--- src/rtl/mdio_responder.sv ---
// Clause-22 MDIO responder: oversamples MDC/MDIO, decodes frames for phy_addr, drives register strobes.
// Bits are sampled and drive values change only on the clk cycle of a synchronised MDC rise.
module mdio_responder #(
  parameter int SYNC_STAGES   = 2,
  parameter int RD_LATENCY    = 2,
  parameter int PREAMBLE_BITS = 32
) (
  input  logic        clk,
  input  logic        rst,
  input  logic        mdc,
  input  logic        mdio_rx_data,
  output logic        mdio_tx_data,
  output logic        mdio_tx_en,
  input  logic [4:0]  phy_addr,
  output logic [4:0]  reg_addr,
  output logic        reg_rd,
  input  logic [15:0] reg_rd_data,
  output logic        reg_wr,
  output logic [15:0] reg_wr_data,
  output logic        frame_err
);

  typedef enum logic [3:0] {
    S_PRE, S_ST1, S_OP, S_ADDR, S_TA1, S_TA2, S_RD, S_REND, S_WTA, S_WD, S_SKIP
  } state_t;

  localparam logic [5:0] PB      = 6'(PREAMBLE_BITS);
  localparam logic [3:0] RD_LAT4 = 4'(RD_LATENCY);

  logic [SYNC_STAGES-1:0] mdc_sync_q, mdio_sync_q;
  logic        mdc_prev_q;
  state_t      state_q, state_d;
  logic [5:0]  cnt_q, cnt_d;
  logic [15:0] sh_q, sh_d;
  logic        is_rd_q, is_rd_d;
  logic [15:0] rd_sh_q, rd_sh_d;
  logic [3:0]  lat_q, lat_d;
  logic        tx_en_q, tx_en_d, tx_dat_q, tx_dat_d;
  logic [4:0]  reg_addr_q, reg_addr_d;
  logic        rd_pend_q, rd_pend_d, reg_rd_q;
  logic        reg_wr_q, reg_wr_d;
  logic [15:0] reg_wr_data_q, wr_data_d;
  logic        frame_err_q, err_d;
  logic        mdc_rise, rx_bit;

  assign mdc_rise = mdc_sync_q[SYNC_STAGES-1] & ~mdc_prev_q;
  assign rx_bit   = mdio_sync_q[SYNC_STAGES-1];

  always_comb begin
    state_d    = state_q;
    cnt_d      = cnt_q;
    sh_d       = sh_q;
    is_rd_d    = is_rd_q;
    rd_sh_d    = rd_sh_q;
    tx_en_d    = tx_en_q;
    tx_dat_d   = tx_dat_q;
    reg_addr_d = reg_addr_q;
    rd_pend_d  = 1'b0;
    reg_wr_d   = 1'b0;
    wr_data_d  = reg_wr_data_q;
    err_d      = 1'b0;
    lat_d      = (lat_q != 4'd0) ? lat_q - 4'd1 : 4'd0;
    if (reg_rd_q) lat_d = RD_LAT4;
    if (lat_q == 4'd1) rd_sh_d = reg_rd_data;
    if (mdc_rise) begin
      sh_d  = {sh_q[14:0], rx_bit};
      cnt_d = cnt_q + 6'd1;
      case (state_q)
        S_PRE: begin
          if (rx_bit) cnt_d = (cnt_q == PB) ? PB : cnt_q + 6'd1;
          else if (cnt_q == PB) state_d = S_ST1;
          else cnt_d = 6'd0;
        end
        S_ST1: begin
          cnt_d = 6'd0;
          if (rx_bit) state_d = S_OP;
          else begin
            err_d   = 1'b1;
            state_d = S_PRE;
          end
        end
        S_OP: if (cnt_q[0]) begin
          cnt_d = 6'd0;
          case ({sh_q[0], rx_bit})
            2'b10: begin is_rd_d = 1'b1; state_d = S_ADDR; end
            2'b01: begin is_rd_d = 1'b0; state_d = S_ADDR; end
            default: begin err_d = 1'b1; cnt_d = 6'd28; state_d = S_SKIP; end
          endcase
        end
        S_ADDR: if (cnt_q == 6'd9) begin
          // sh_q[8:4] holds PHYAD; the REGAD LSB is the bit arriving now
          if (sh_q[8:4] == phy_addr) begin
            reg_addr_d = {sh_q[3:0], rx_bit};
            cnt_d      = 6'd0;
            rd_pend_d  = is_rd_q;
            state_d    = is_rd_q ? S_TA1 : S_WTA;
          end else begin
            cnt_d   = 6'd18;
            state_d = S_SKIP;
          end
        end
        S_TA1: state_d = S_TA2;
        S_TA2: begin
          tx_en_d  = 1'b1;
          tx_dat_d = 1'b0;
          cnt_d    = 6'd0;
          state_d  = S_RD;
        end
        S_RD: begin
          tx_dat_d = rd_sh_q[15];
          rd_sh_d  = {rd_sh_q[14:0], 1'b0};
          if (cnt_q == 6'd15) state_d = S_REND;
        end
        S_REND: begin
          tx_en_d  = 1'b0;
          tx_dat_d = 1'b0;
          cnt_d    = 6'd0;
          state_d  = S_PRE;
        end
        S_WTA: if (cnt_q[0]) begin
          if ({sh_q[0], rx_bit} != 2'b10) err_d = 1'b1;
          cnt_d   = 6'd0;
          state_d = S_WD;
        end
        S_WD: if (cnt_q == 6'd15) begin
          reg_wr_d  = 1'b1;
          wr_data_d = {sh_q[14:0], rx_bit};
          cnt_d     = 6'd0;
          state_d   = S_PRE;
        end
        S_SKIP: begin
          cnt_d = cnt_q - 6'd1;
          if (cnt_q == 6'd1) begin
            cnt_d   = 6'd0;
            state_d = S_PRE;
          end
        end
        default: begin
          cnt_d   = 6'd0;
          state_d = S_PRE;
        end
      endcase
    end
  end

  always_ff @(posedge clk) begin
    if (rst) begin
      mdc_sync_q    <= '0;
      mdio_sync_q   <= '0;
      mdc_prev_q    <= 1'b0;
      state_q       <= S_PRE;
      cnt_q         <= 6'd0;
      sh_q          <= 16'd0;
      is_rd_q       <= 1'b0;
      rd_sh_q       <= 16'd0;
      lat_q         <= 4'd0;
      tx_en_q       <= 1'b0;
      tx_dat_q      <= 1'b0;
      reg_addr_q    <= 5'd0;
      rd_pend_q     <= 1'b0;
      reg_rd_q      <= 1'b0;
      reg_wr_q      <= 1'b0;
      reg_wr_data_q <= 16'd0;
      frame_err_q   <= 1'b0;
    end else begin
      mdc_sync_q    <= {mdc_sync_q[SYNC_STAGES-2:0], mdc};
      mdio_sync_q   <= {mdio_sync_q[SYNC_STAGES-2:0], mdio_rx_data};
      mdc_prev_q    <= mdc_sync_q[SYNC_STAGES-1];
      state_q       <= state_d;
      cnt_q         <= cnt_d;
      sh_q          <= sh_d;
      is_rd_q       <= is_rd_d;
      rd_sh_q       <= rd_sh_d;
      lat_q         <= lat_d;
      tx_en_q       <= tx_en_d;
      tx_dat_q      <= tx_dat_d;
      reg_addr_q    <= reg_addr_d;
      rd_pend_q     <= rd_pend_d;
      reg_rd_q      <= rd_pend_q;
      reg_wr_q      <= reg_wr_d;
      reg_wr_data_q <= wr_data_d;
      frame_err_q   <= err_d;
    end
  end

  assign mdio_tx_en   = tx_en_q;
  assign mdio_tx_data = tx_dat_q;
  assign reg_addr     = reg_addr_q;
  assign reg_rd       = reg_rd_q;
  assign reg_wr       = reg_wr_q;
  assign reg_wr_data  = reg_wr_data_q;
  assign frame_err    = frame_err_q;

endmodule

--- config.mk ---
export PLATFORM = sky130hd
export DESIGN_NAME = mdio_responder
export DESIGN_NICKNAME = d
export VERILOG_FILES = /design/src/rtl/mdio_responder.sv
export SDC_FILE = /design/constraint.sdc
export NUM_CORES = 1
export LEC_CHECK = 0
export CAP_MARGIN = 20
export CORE_MARGIN = 8
export CORE_UTILIZATION = 55
export DETAILED_ROUTE_END_ITERATION = 16
export HOLD_SLACK_MARGIN = 0.12
export PLACE_DENSITY_LB_ADDON = 0.2
export SETUP_SLACK_MARGIN = 0.1
export SYNTH_ARGS = -nofsm -noshare
export SYNTH_HDL_FRONTEND = slang
export SYNTH_SLANG_ARGS = --single-unit
--- constraint.sdc ---
create_clock -name clk -period 2.6 [get_ports clk]
set_input_delay 0.26 -clock clk [delete_from_list [all_inputs] [get_ports clk]]
set_output_delay 0.26 -clock clk [all_outputs]
set_load 0.02 [all_outputs]
; Word-level counts from Yosys, hierarchy flattened
; Cells that the tools add are included.
[totals]
regBits = 78
inputBits = 25
out_inout_bits = 26
word_cells = 113
[op_classes]
add_sub_neg = 3
n_eq_ne = 27
muxes = 39
n_bitwise = 8
n_reduce_logical = 18
[ops]
columns = operator, count
row1 = 16-bit two-way mux, 3
row2 = 6-bit two-way mux, 8
row3 = 4-bit two-way mux, 11
row4 = 6-bit one-hot mux with 7 select lines, 1
row5 = 4-bit one-hot mux with 10 select lines, 1
row6 = "2-bit != test, second input constant", 9
row7 = "4-bit by 3-bit equality test with 1-bit output, second input constant", 4
row8 = "4-bit equality test, second input constant", 3
row9 = "6-bit by 4-bit equality test with 1-bit output, second input constant", 2
row10 = 5-bit two-way mux, 2
row11 = 9-bit AND reduction, 1
row12 = "4-bit by 1-bit equality test with 1-bit output, second input constant", 2
row13 = "4-bit by 2-bit equality test with 1-bit output, second input constant", 2
row14 = 4-bit AND reduction, 2
row15 = 2-bit OR reduction, 4
row16 = 1-bit inverter, 7
row17 = "6-bit by 1-bit adder with 6-bit output, second input constant", 1
row18 = "6-bit by 1-bit equality test with 1-bit output, second input constant", 1
row19 = "6-bit equality test, second input constant", 1
row20 = 1-bit two-way mux, 6
row21 = 2-bit two-way mux, 3
row22 = 1-bit one-hot mux with 2 select lines, 3
row23 = 2-bit nonzero test, 3
row24 = 3-bit OR reduction, 2
row25 = 12 further kinds, 13

; Logic depth before layout (Yosys ltp)
[logic_depth]
ltp_word = 5
depth_mapped = 8
depth_no_buf = 7

; Worst setup path before layout
; Ideal clock, no wire load.
[synth_path]
path_type = reg-to-reg
start = reg cnt_q[0]
end = reg cnt_q[2]
t_arrival_ps = 1991
t_required_ps = 2514
path_slack_ps = 523
stages_incl_launch_ff = 9
n_path_buf = 1
synth_period_minus_slack_ps = 2077
path_cell_list = dfxtp_1 > buf_2 > inv_1 > ha_1 > nand3b_1 > or4_1 > a311oi_2 > o41ai_1 > a221oi_2
[synth_between]
elab_chain_cells = 4
[synth_lines]
columns = item, line_no
row1 = "start, declared", 33  ; logic [5:0] cnt_q, cnt_d;
row2 = "start signal, assigned", 170  ; cnt_q <= cnt_d;
row3 = 6-bit by 1-bit adder with 6-bit output or 6-bit equality test (tied branches), "67, 70, 71"
row4 = 6-bit two-way mux (on tied branches), "71, 70"
row5 = 6-bit two-way mux, 70  ; if (rx_bit) cnt_d = (cnt_q == PB) ? PB : cnt_q + 6'd1;
row6 = 6-bit one-hot mux with 7 select lines *, 68  ; case (state_q)
; Mark *: on every way between the ends. The rest lies on a longest branch, timed or not.
; A chain may end at the register's enable or synchronous reset.

; Final worst setup path
[layout_path]
start = reg cnt_q[0]
end = reg state_q[3]
[layout_between]
elab_chain_cells = 3
[layout_lines]
columns = item, line_no
row1 = "6-bit by 1-bit equality test with 1-bit output, or another cell as far along", 133  ; if (cnt_q == 6'd1) begin
row2 = 2-bit != test (no line), n/a
row3 = 9-bit AND reduction (no line) *, n/a
row4 = "end signal, assigned", 169  ; state_q <= state_d;
row5 = "end, declared", 32  ; state_t state_q, state_d;
; Marked as above.

==> impl_metrics.yaml <==
cells_and_area:
  area_growth_pct: 21.24
  most_frequent_cells_in_the_layout: "sky130_fd_sc_hd__dfxtp_1, sky130_fd_sc_hd__nor2_1, sky130_fd_sc_hd__nand2_1"
  final_cells: 600
  final_core_util_pct: 68.64
  antenna_cells: 0
  mostFrequentLayoutCell: "sky130_fd_sc_hd__dfxtp_1"
  layout_cell_share_with_drive_strength_beyond_1_pct: 9.921
  nets: 531
  finalInstanceArea_sq_um: 4663
logic_synthesis:
  synth_edf_count: 0
  netlist_instances: 453
  unique_masters_post_synth: 61
  async_flop_share_pct: 0
  synth_nets: 485
  synth.yosys.seq_area_share_pct: 40.60
  synth_seq_cells: 78
  average_cell_area_after_synthesis_sq_um: 8.490
  netlist_area_sq_um: 3846
  dominantRegCellSynth: "sky130_fd_sc_hd__dfxtp_1"
  ys.warnings.count: 0
power_and_ir_drop:
  total_power_mw: 2.140
  vdd_drop_max_mv: 0.2825
  power.density_nw_per_um2: 459.0
  leakagePower_nw: 1.692
placement:
  dp_cells: 584
  dpl-instance-area_sq_um: 4478
  io_buffers: 50
  gp_congestion: 0.9729
  place_hpwl_um: 6617
  worst_slack_at_placement_ns: 0.2173
global_routing:
  maximum_number_of_pins_on_one_net_before_global_route_repair: 42
  grt_pass1_wl_um: 15760
  grt-ovfl-total: 0
  first_global_vias: 3373
  initial_antenna_violation_count: 0
  grt.total_usage_pct: 19.38
die:
  initial_core_util_pct: 56.61
  core_area_sq_um: 6794
  die-area_sq_um: 9925
  die_w_um: 99.63
  rows: 30
  die_y_um: 99.63
  io_pins: 51
clock_network:
  cts_sinks: 78
  cts.hold.buffers_added: 0
  htree_levels: 3
  cts_root_buffer: "sky130_fd_sc_hd__clkbuf_8"
  cts.clk_slew.worst_paths_ns: 0.09
  post_cts.resized_instances: 0
  postCtsSetupRepairBufs: 0
  clock_insertion_delay_worst_skew_ns: 0.35
  cts.path.max_buffers: 2
  cts_inserted_buffers: 9
  tritoncts_clock_tree: "done"
critical_path:
  worst-r2r-cell-count: 6
  timing_worst_setup_path_type: "register to register"
  cp_launch_type: "register"
  critPathRequiredTime_ns: 2.84
  rr_endpoint: "state_q[3]"
  worst-endpoint-arrival_ns: 2.61
  reg2reg_from: "cnt_q[0]"
  worst_path_maximum_fanout: 12
  critical_path.endpoint_type: "register"
  ff2ff_setup_slack_ns: 0.23
timing:
  setup_viol_count_final: 0
  period_needed_ns: 2.367
  timing.final.hold_violations: 0
  grt_setup_unrepaired: "yes"
  timing_max_transition_violations_final: 0
  worstMarginPinSlew_ns: 0.7337
  fin_worst_skew_ns: 0.007557
  tns_ns: 0
  fin_hold_ws_ns: 0.4363
  final.period_utilization_pct: 91.02
  fin_ws_ns: 0.2334
  slew_limit_headroom_pct: 51.08
  maxClockFrequency_mhz: 422.5
run_status:
  status: "finished clean"
hold_path:
  worst_hold_startpoint: "mdio_sync_q[0]"
  holdCritPathClass: "register to register"
  min_path_cells: 1
  hold_end: "mdio_sync_q[1]"
route:
  wire_per_inst_um: 15.47
  wl_um: 9283
  antenna_violating_nets_post_route: 0
  avgViaCountPerCell: 5.765
  detailroute.via_count: 3459
  final_routed_drc_violation_total: 0
  detail_route.first_pass.iterations: 5
  initialDrtViolationCount: 222
run:
  cap_viol_max_count: 0
## final cells by class
cell class	instances	area, sq um
clock buffers	9	123.9
clock inverters	7	57.56
fillers	566	2131
inverters	9	33.78
multi-input cells	332	2116
flip-flops and latches	78	1562
well taps	96	120.1
repair buffers	69	650.6
## layer usage
metal | share of wire, % | track usage [%] | vias to the layer above
li1 | - | - | 1708
met1 | 46 | 24.22 | 1618
met2 | 45 | 30.06 | 111
met3 | 6.8 | 4.818 | 22
met4 | 2.6 | 10.13 | 0
met5 | 0 | 0 | -
## power breakdown
| group | internal, mW | leakage, nW | switching [mW] | total (mW) |
|---|---|---|---|---|
| clock | 0.358 | 0.0877 | 0.475 | 0.832 |
| combinational | 0.0517 | 0.976 | 0.0577 | 0.109 |
| sequential | 1.20 | 0.629 | 0.00203 | 1.20 |
## logic make-up (layout without fill, tap and decap cells)
family | Yosys count | after routing | share of synthesized area (%)
xor gates and xnor gates | 8 | 8 | 1.822
muxes | 39 | 39 | 10.18
DFF | 78 | 78 | 40.60
and+or+nand+nor | 184 | 184 | 23.94
buffers and inverters | 43 | 94 | 4.489
adders and majority gates | 7 | 7 | 2.277
AOI/OAI and AO/OA | 94 | 94 | 16.69
## cell usage after synthesis (9+ instances only)
| library cell | number | area [sq um] |
|---|---|---|
| sky130_fd_sc_hd__clkbuf_1 | 19 | 71.32 |
| sky130_fd_sc_hd__nor2_1 | 56 | 210.2 |
| sky130_fd_sc_hd__nand2_1 | 55 | 206.5 |
| sky130_fd_sc_hd__mux2i_1 | 38 | 380.4 |
| sky130_fd_sc_hd__inv_1 | 9 | 33.78 |
| sky130_fd_sc_hd__a21oi_1 | 28 | 140.1 |
| sky130_fd_sc_hd__o21ai_0 | 10 | 50.05 |
| sky130_fd_sc_hd__dfxtp_1 | 78 | 1562 |
| sky130_fd_sc_hd__nor3_1 | 10 | 50.05 |
| sky130_fd_sc_hd__nor2b_1 | 14 | 87.58 |
| sky130_fd_sc_hd__a211oi_1 | 19 | 142.6 |
| sky130_fd_sc_hd__buf_2 | 9 | 45.04 |
## sequential cells by signal, summed over array words and instances, names as in the netlist, 2 cells and up
register,cells
cnt_q,6
state_q,4
lat_q,4
reg_addr,5
mdio_sync_q,2
reg_wr_data,16
mdc_sync_q,2
rd_sh_q,16
sh_q,15
## worst max-delay path by stage
stage               startpoint          to  slack, ns
floorplan             cnt_q[0]    cnt_q[2]       0.52
global placement      cnt_q[0]    cnt_q[2]       0.28
detailed placement    cnt_q[0]  state_q[3]       0.22
CTS                   cnt_q[0]  state_q[3]       0.19
global route          cnt_q[0]  state_q[3]       0.08
finish                cnt_q[0]  state_q[3]       0.23
## worst max-delay path, stage by stage (launching register included)
cell                      delay [ns]
sky130_fd_sc_hd__dfxtp_1        0.58
sky130_fd_sc_hd__ha_1           0.23
sky130_fd_sc_hd__or3b_1         0.41
sky130_fd_sc_hd__o21ai_2        0.30
sky130_fd_sc_hd__and4_1         0.35
sky130_fd_sc_hd__nand2_1        0.09
sky130_fd_sc_hd__o41ai_1        0.30
Note: power is estimated with default switching activity, not from simulation.
